[src/rtl/satsub8_serial.sv]
// Bit-serial signed saturating subtractor: s = sat(a - b), one bit per clock via a single full-adder slice.
// Define SATSUB_OVF_FLAG_EN to add the registered ovf output (1 when the result was clamped).
module satsub8_serial #(
  parameter int WIDTH = 8
) (
  input  logic             clk,
  input  logic             reset,
  input  logic             start,
  input  logic [WIDTH-1:0] a,
  input  logic [WIDTH-1:0] b,
  output logic             busy,
  output logic             done,
  output logic [WIDTH-1:0] s
`ifdef SATSUB_OVF_FLAG_EN
  ,
  output logic             ovf
`endif
);

  localparam int CW = (WIDTH > 2) ? $clog2(WIDTH) : 1;

  localparam logic [1:0] IDLE  = 2'd0;
  localparam logic [1:0] SHIFT = 2'd1;
  localparam logic [1:0] SAT   = 2'd2;

  localparam logic signed [WIDTH-1:0] MAXV = {1'b0, {(WIDTH-1){1'b1}}};
  localparam logic signed [WIDTH-1:0] MINV = {1'b1, {(WIDTH-1){1'b0}}};

  logic [1:0]              state;
  logic [CW-1:0]           cnt;
  logic                    carry;
  logic [WIDTH-1:0]        opa_p0;
  logic [WIDTH-1:0]        opb_p0;
  logic signed [WIDTH-1:0] res_p0;
  logic                    sign_a_p0;
  logic                    sign_b_p0;
  logic                    sum;
  logic                    cout;

  // Differing operand signs plus a result sign that disagrees with a means the true difference left the range.
  function automatic logic ovf_det(input logic rmsb, input logic sa, input logic sb);
    return (sa != sb) && (rmsb != sa);
  endfunction

  function automatic logic signed [WIDTH-1:0] sat_val(input logic signed [WIDTH-1:0] r,
                                                      input logic sa, input logic sb);
    if (ovf_det(r[WIDTH-1], sa, sb))
      return sa ? MINV : MAXV;
    return r;
  endfunction

  assign sum  = opa_p0[0] ^ opb_p0[0] ^ carry;
  assign cout = (opa_p0[0] & opb_p0[0]) | (opa_p0[0] & carry) | (opb_p0[0] & carry);
  assign busy = (state != IDLE);

  // Control and result registers.
  always_ff @(posedge clk) begin
    if (reset) begin
      state <= IDLE;
      cnt   <= '0;
      carry <= 1'b0;
      done  <= 1'b0;
      s     <= '0;
`ifdef SATSUB_OVF_FLAG_EN
      ovf   <= 1'b0;
`endif
    end else begin
      done <= 1'b0;
      case (state)
        IDLE: begin
          if (start) begin
            carry <= 1'b1;
            cnt   <= '0;
            state <= SHIFT;
          end
        end
        SHIFT: begin
          carry <= cout;
          cnt   <= cnt + 1'b1;
          if (cnt == CW'(WIDTH-1))
            state <= SAT;
        end
        SAT: begin
          s     <= sat_val(res_p0, sign_a_p0, sign_b_p0);
`ifdef SATSUB_OVF_FLAG_EN
          ovf   <= ovf_det(res_p0[WIDTH-1], sign_a_p0, sign_b_p0);
`endif
          done  <= 1'b1;
          state <= IDLE;
        end
        default: state <= IDLE;
      endcase
    end
  end

  // Operand and partial-result shift registers; the ~b with carry-in 1 turns the adder into a subtractor.
  always_ff @(posedge clk) begin
    if (state == IDLE && start) begin
      opa_p0    <= a;
      opb_p0    <= ~b;
      sign_a_p0 <= a[WIDTH-1];
      sign_b_p0 <= b[WIDTH-1];
    end else if (state == SHIFT) begin
      opa_p0 <= {1'b0, opa_p0[WIDTH-1:1]};
      opb_p0 <= {1'b0, opb_p0[WIDTH-1:1]};
      res_p0 <= {sum, res_p0[WIDTH-1:1]};
    end
  end

endmodule

[config.mk]
export PLATFORM = sky130hd
export DESIGN_NAME = satsub8_serial
export DESIGN_NICKNAME = d
export VERILOG_FILES = /design/src/rtl/satsub8_serial.sv
export SDC_FILE = /design/constraint.sdc
export NUM_CORES = 1
export LEC_CHECK = 0
export CORE_ASPECT_RATIO = 0.75
export CORE_MARGIN = 4
export CORE_UTILIZATION = 55
export DETAILED_ROUTE_END_ITERATION = 12
export MAX_ROUTING_LAYER = met4
export PLACE_DENSITY_LB_ADDON = 0.12
export REMOVE_ABC_BUFFERS = 1
export SETUP_SLACK_MARGIN = 0.5
export SYNTH_ARGS = -nofsm -noshare
export SYNTH_HDL_FRONTEND = slang
export SYNTH_SLANG_ARGS = --single-unit
[constraint.sdc]
create_clock -name clk -period 4.49 [get_ports clk]
set_input_delay 0.449 -clock clk [delete_from_list [all_inputs] [get_ports clk]]
set_output_delay 0.449 -clock clk [all_outputs]
set_load 0.05 [all_outputs]
==> results.txt <==
Status: completed
GRT Overall Usage: 16.0%
Met3 WL: 153 um
H-tree depth: 2
Worst Tran Pin Value: 0.676 ns
RD Place Congestion: 0.734
VDD IR max: 290 uV
Worst flop-to-flop path endpoint: opb_p0[1]
Detailed Route WL: 2770 um
CTS tree: done
Clk slew on worst S/H paths: 0.07 ns
Final number of setup-violating endpoints: 0
Hold Crit Class: flop to flop
Place WS: 2.50 ns
Flop2flop setup slack: 3.08 ns
First-pass GRT wire length: 4770 um
Vias in the first global route: 1,038
Cells after Synth: 140
# Max-Cap Violations: 0
Resized cells post-CTS: 0
Worst-case hold slack: 0.446 ns
Clock sink total: 41
Worst EP arrival: 1.63 ns
Ant diodes: 0
Fin crit share: 46.2%
Clk_skew: 0.00419 ns
Nets: 193
Crit path to: busy
Final ANT Viol Nets: 0
GRT overflow: 0
R2R cell count: 4
Setup Fix Bufs, Post-CTS: 0
Worst path cell trace: or2_2 -> clkdlybuf4s50_1
Startpoint Class: flop
Crit Path Class: flop to primary output
Critical Path Sink Type: primary output
Final max-slew violation count: 0
Synth Cell Area: 0.00166 mm^2
Fmax: 482 MHz
Final WS setup: 2.41 ns
DRT iter0 DRCs: 31
Yosys warns: 0
Wire length per cell: 13.3 um
Met2 wire length: 1260 um
Hold_buf cts: 0
Hold Vio Cnt, Final: 0
Die width: 71.4 um
RSZ-0062 raised after global routing: no
TritonRoute pass-1 iters: 5
Rows: 16
Clock root buffer: clkbuf_8
Setup TNS: 0 ns
LEAKAGE: 0.783 nW
PwrDens: 371 mW/mm^2
Initial antenna violation count: 0
Half-perimeter wire length after placement: 2000 um
Largest stage delay, worst path: 0.71 ns
Total Power: 0.754 mW
Worst-Skew Late Latency: 0.29 ns
Most frequent cells in the layout: nand2_1 (32), clkdlybuf4s50_1 (28), edfxtp_1 (26), nor2_1 (15), dfxtp_1 (15)
Post-route met1 wirelength: 1320 um
Top layer in use: met4
Die area: 0.00397 mm^2
CP startpoint: state[0]
Mean post-synth cell area: 11.8 um^2
#FFs+latches synth: 41
Most common cell after layout, fill and taps aside: nand2_1
Slew headroom: 54.8%
DRC viols: 0
Die height: 55.5 um
Seq/Total Area, Yosys: 65.2%
Share of layout cells above drive strength 1: 15.1%
Largest net degree at the start of global routing: 27
Starting Density: 60.4%
Synth cell types: 27
Area growth syn-to-layout: 22.7%
CP Max Fanout: 6
IO Port Bufs: 28
Final min period: 2.08 ns
Total CTS buffers: 5
Via count: 1,067
IO Pins: 29
Vias per cell: 5.13
Worst endpoint required time: 4.04 ns
CTS max path bufs: 2
RR Startpoint: state[0]
Placeable Area: 0.00274 mm^2
Slowest stage cell, crit path: clkdlybuf4s50_1
state kept, by name, summed over array words and instances (netlist names):
signal	count
done	1
carry	1
sign_a_p0	1
s	8
opb_p0	8
opa_p0	8
sign_b_p0	1
state	2
res_p0	8
cnt	3
metal layers:
layer | vias up | global-route usage (%)
li1 | 543 | -
met1 | 495 | 21.2
met2 | 24 | 23.0
met3 | 5 | 4.89
met4 | 0 | 6.17
met5 | - | -
cells in the mapped netlist:
cell / n / area [um^2]
a211oi_1: 9 / 67.6
a21oi_1: 3 / 15.0
a31oi_1: 1 / 6.26
and2_1: 1 / 6.26
and2b_1: 1 / 7.51
buf_2: 1 / 5.00
buf_6: 3 / 33.8
clkbuf_1: 2 / 7.51
clkinv_8: 1 / 16.3
dfxtp_1: 15 / 300
edfxtp_1: 26 / 781
fa_1: 1 / 20.0
ha_1: 2 / 25.0
inv_1: 3 / 11.3
nand2_1: 32 / 120
nand2_2: 5 / 31.3
nand2b_1: 2 / 12.5
nand3_1: 2 / 10.0
nor2_1: 15 / 56.3
nor3_2: 2 / 20.0
nor3b_1: 1 / 7.51
o21a_1: 1 / 7.51
o21ai_0: 1 / 5.00
o21ai_2: 7 / 61.3
or2_2: 1 / 6.26
or3b_1: 1 / 8.76
or3b_2: 1 / 8.76
cell type report:
| type | instances | area, um^2 |
|---|---|---|
| sequential | 41 | 1080 |
| fill | 183 | 708 |
| multi-input combinational | 89 | 503 |
| timing repair buffer | 30 | 295 |
| clock buffer | 6 | 72.6 |
| tap | 36 | 45.0 |
| inverter | 4 | 27.5 |
| clock inverter | 2 | 10.0 |
through the flow:
step	utilization [%]	cell area, um^2	instances
3_3_place_gp	71.2	1950	200
3_5_place_dp	71.2	1950	200
2_1_floorplan	-	1610	134
6_report	74.2	2030	208
5_1_grt	74.2	2030	208
4_1_cts	74.2	2030	208
cell families (layout without fill, tap and decap cells):
group / after synthesis / in the layout / synth area share, %
fa+ha+maj: 3 / 3 / 2.72
simple gates: 64 / 64 / 17.8
flops: 41 / 41 / 65.2
compound gates: 22 / 22 / 9.81
buf+inv: 10 / 42 / 4.45
worst max-delay path: cells and delay by family (launching register included):
family	cells	cell delay [ns]
buf+inv	1	0.71
simple gates	1	0.30
flops	1	0.34
worst min-delay path by stage:
stage,depth (start not counted),from,slack (ns),endpoint
2_1_floorplan,0,res_p0[1],0.43,res_p0[0]
3_3_place_gp,0,res_p0[3],0.43,res_p0[2]
3_5_place_dp,0,res_p0[1],0.43,res_p0[0]
4_1_cts,0,res_p0[1],0.45,res_p0[0]
5_1_grt,0,res_p0[3],0.46,res_p0[2]
6_report,0,res_p0[1],0.45,res_p0[0]
where the power goes:
group	switching [mW]	leakage [nW]	internal, mW
registers	0.0136	0.381	0.437
clock network	0.117	0.0450	0.108
logic	0.0433	0.357	0.0358
total	0.174	0.783	0.580
Note: power is estimated with default switching activity, not from simulation.
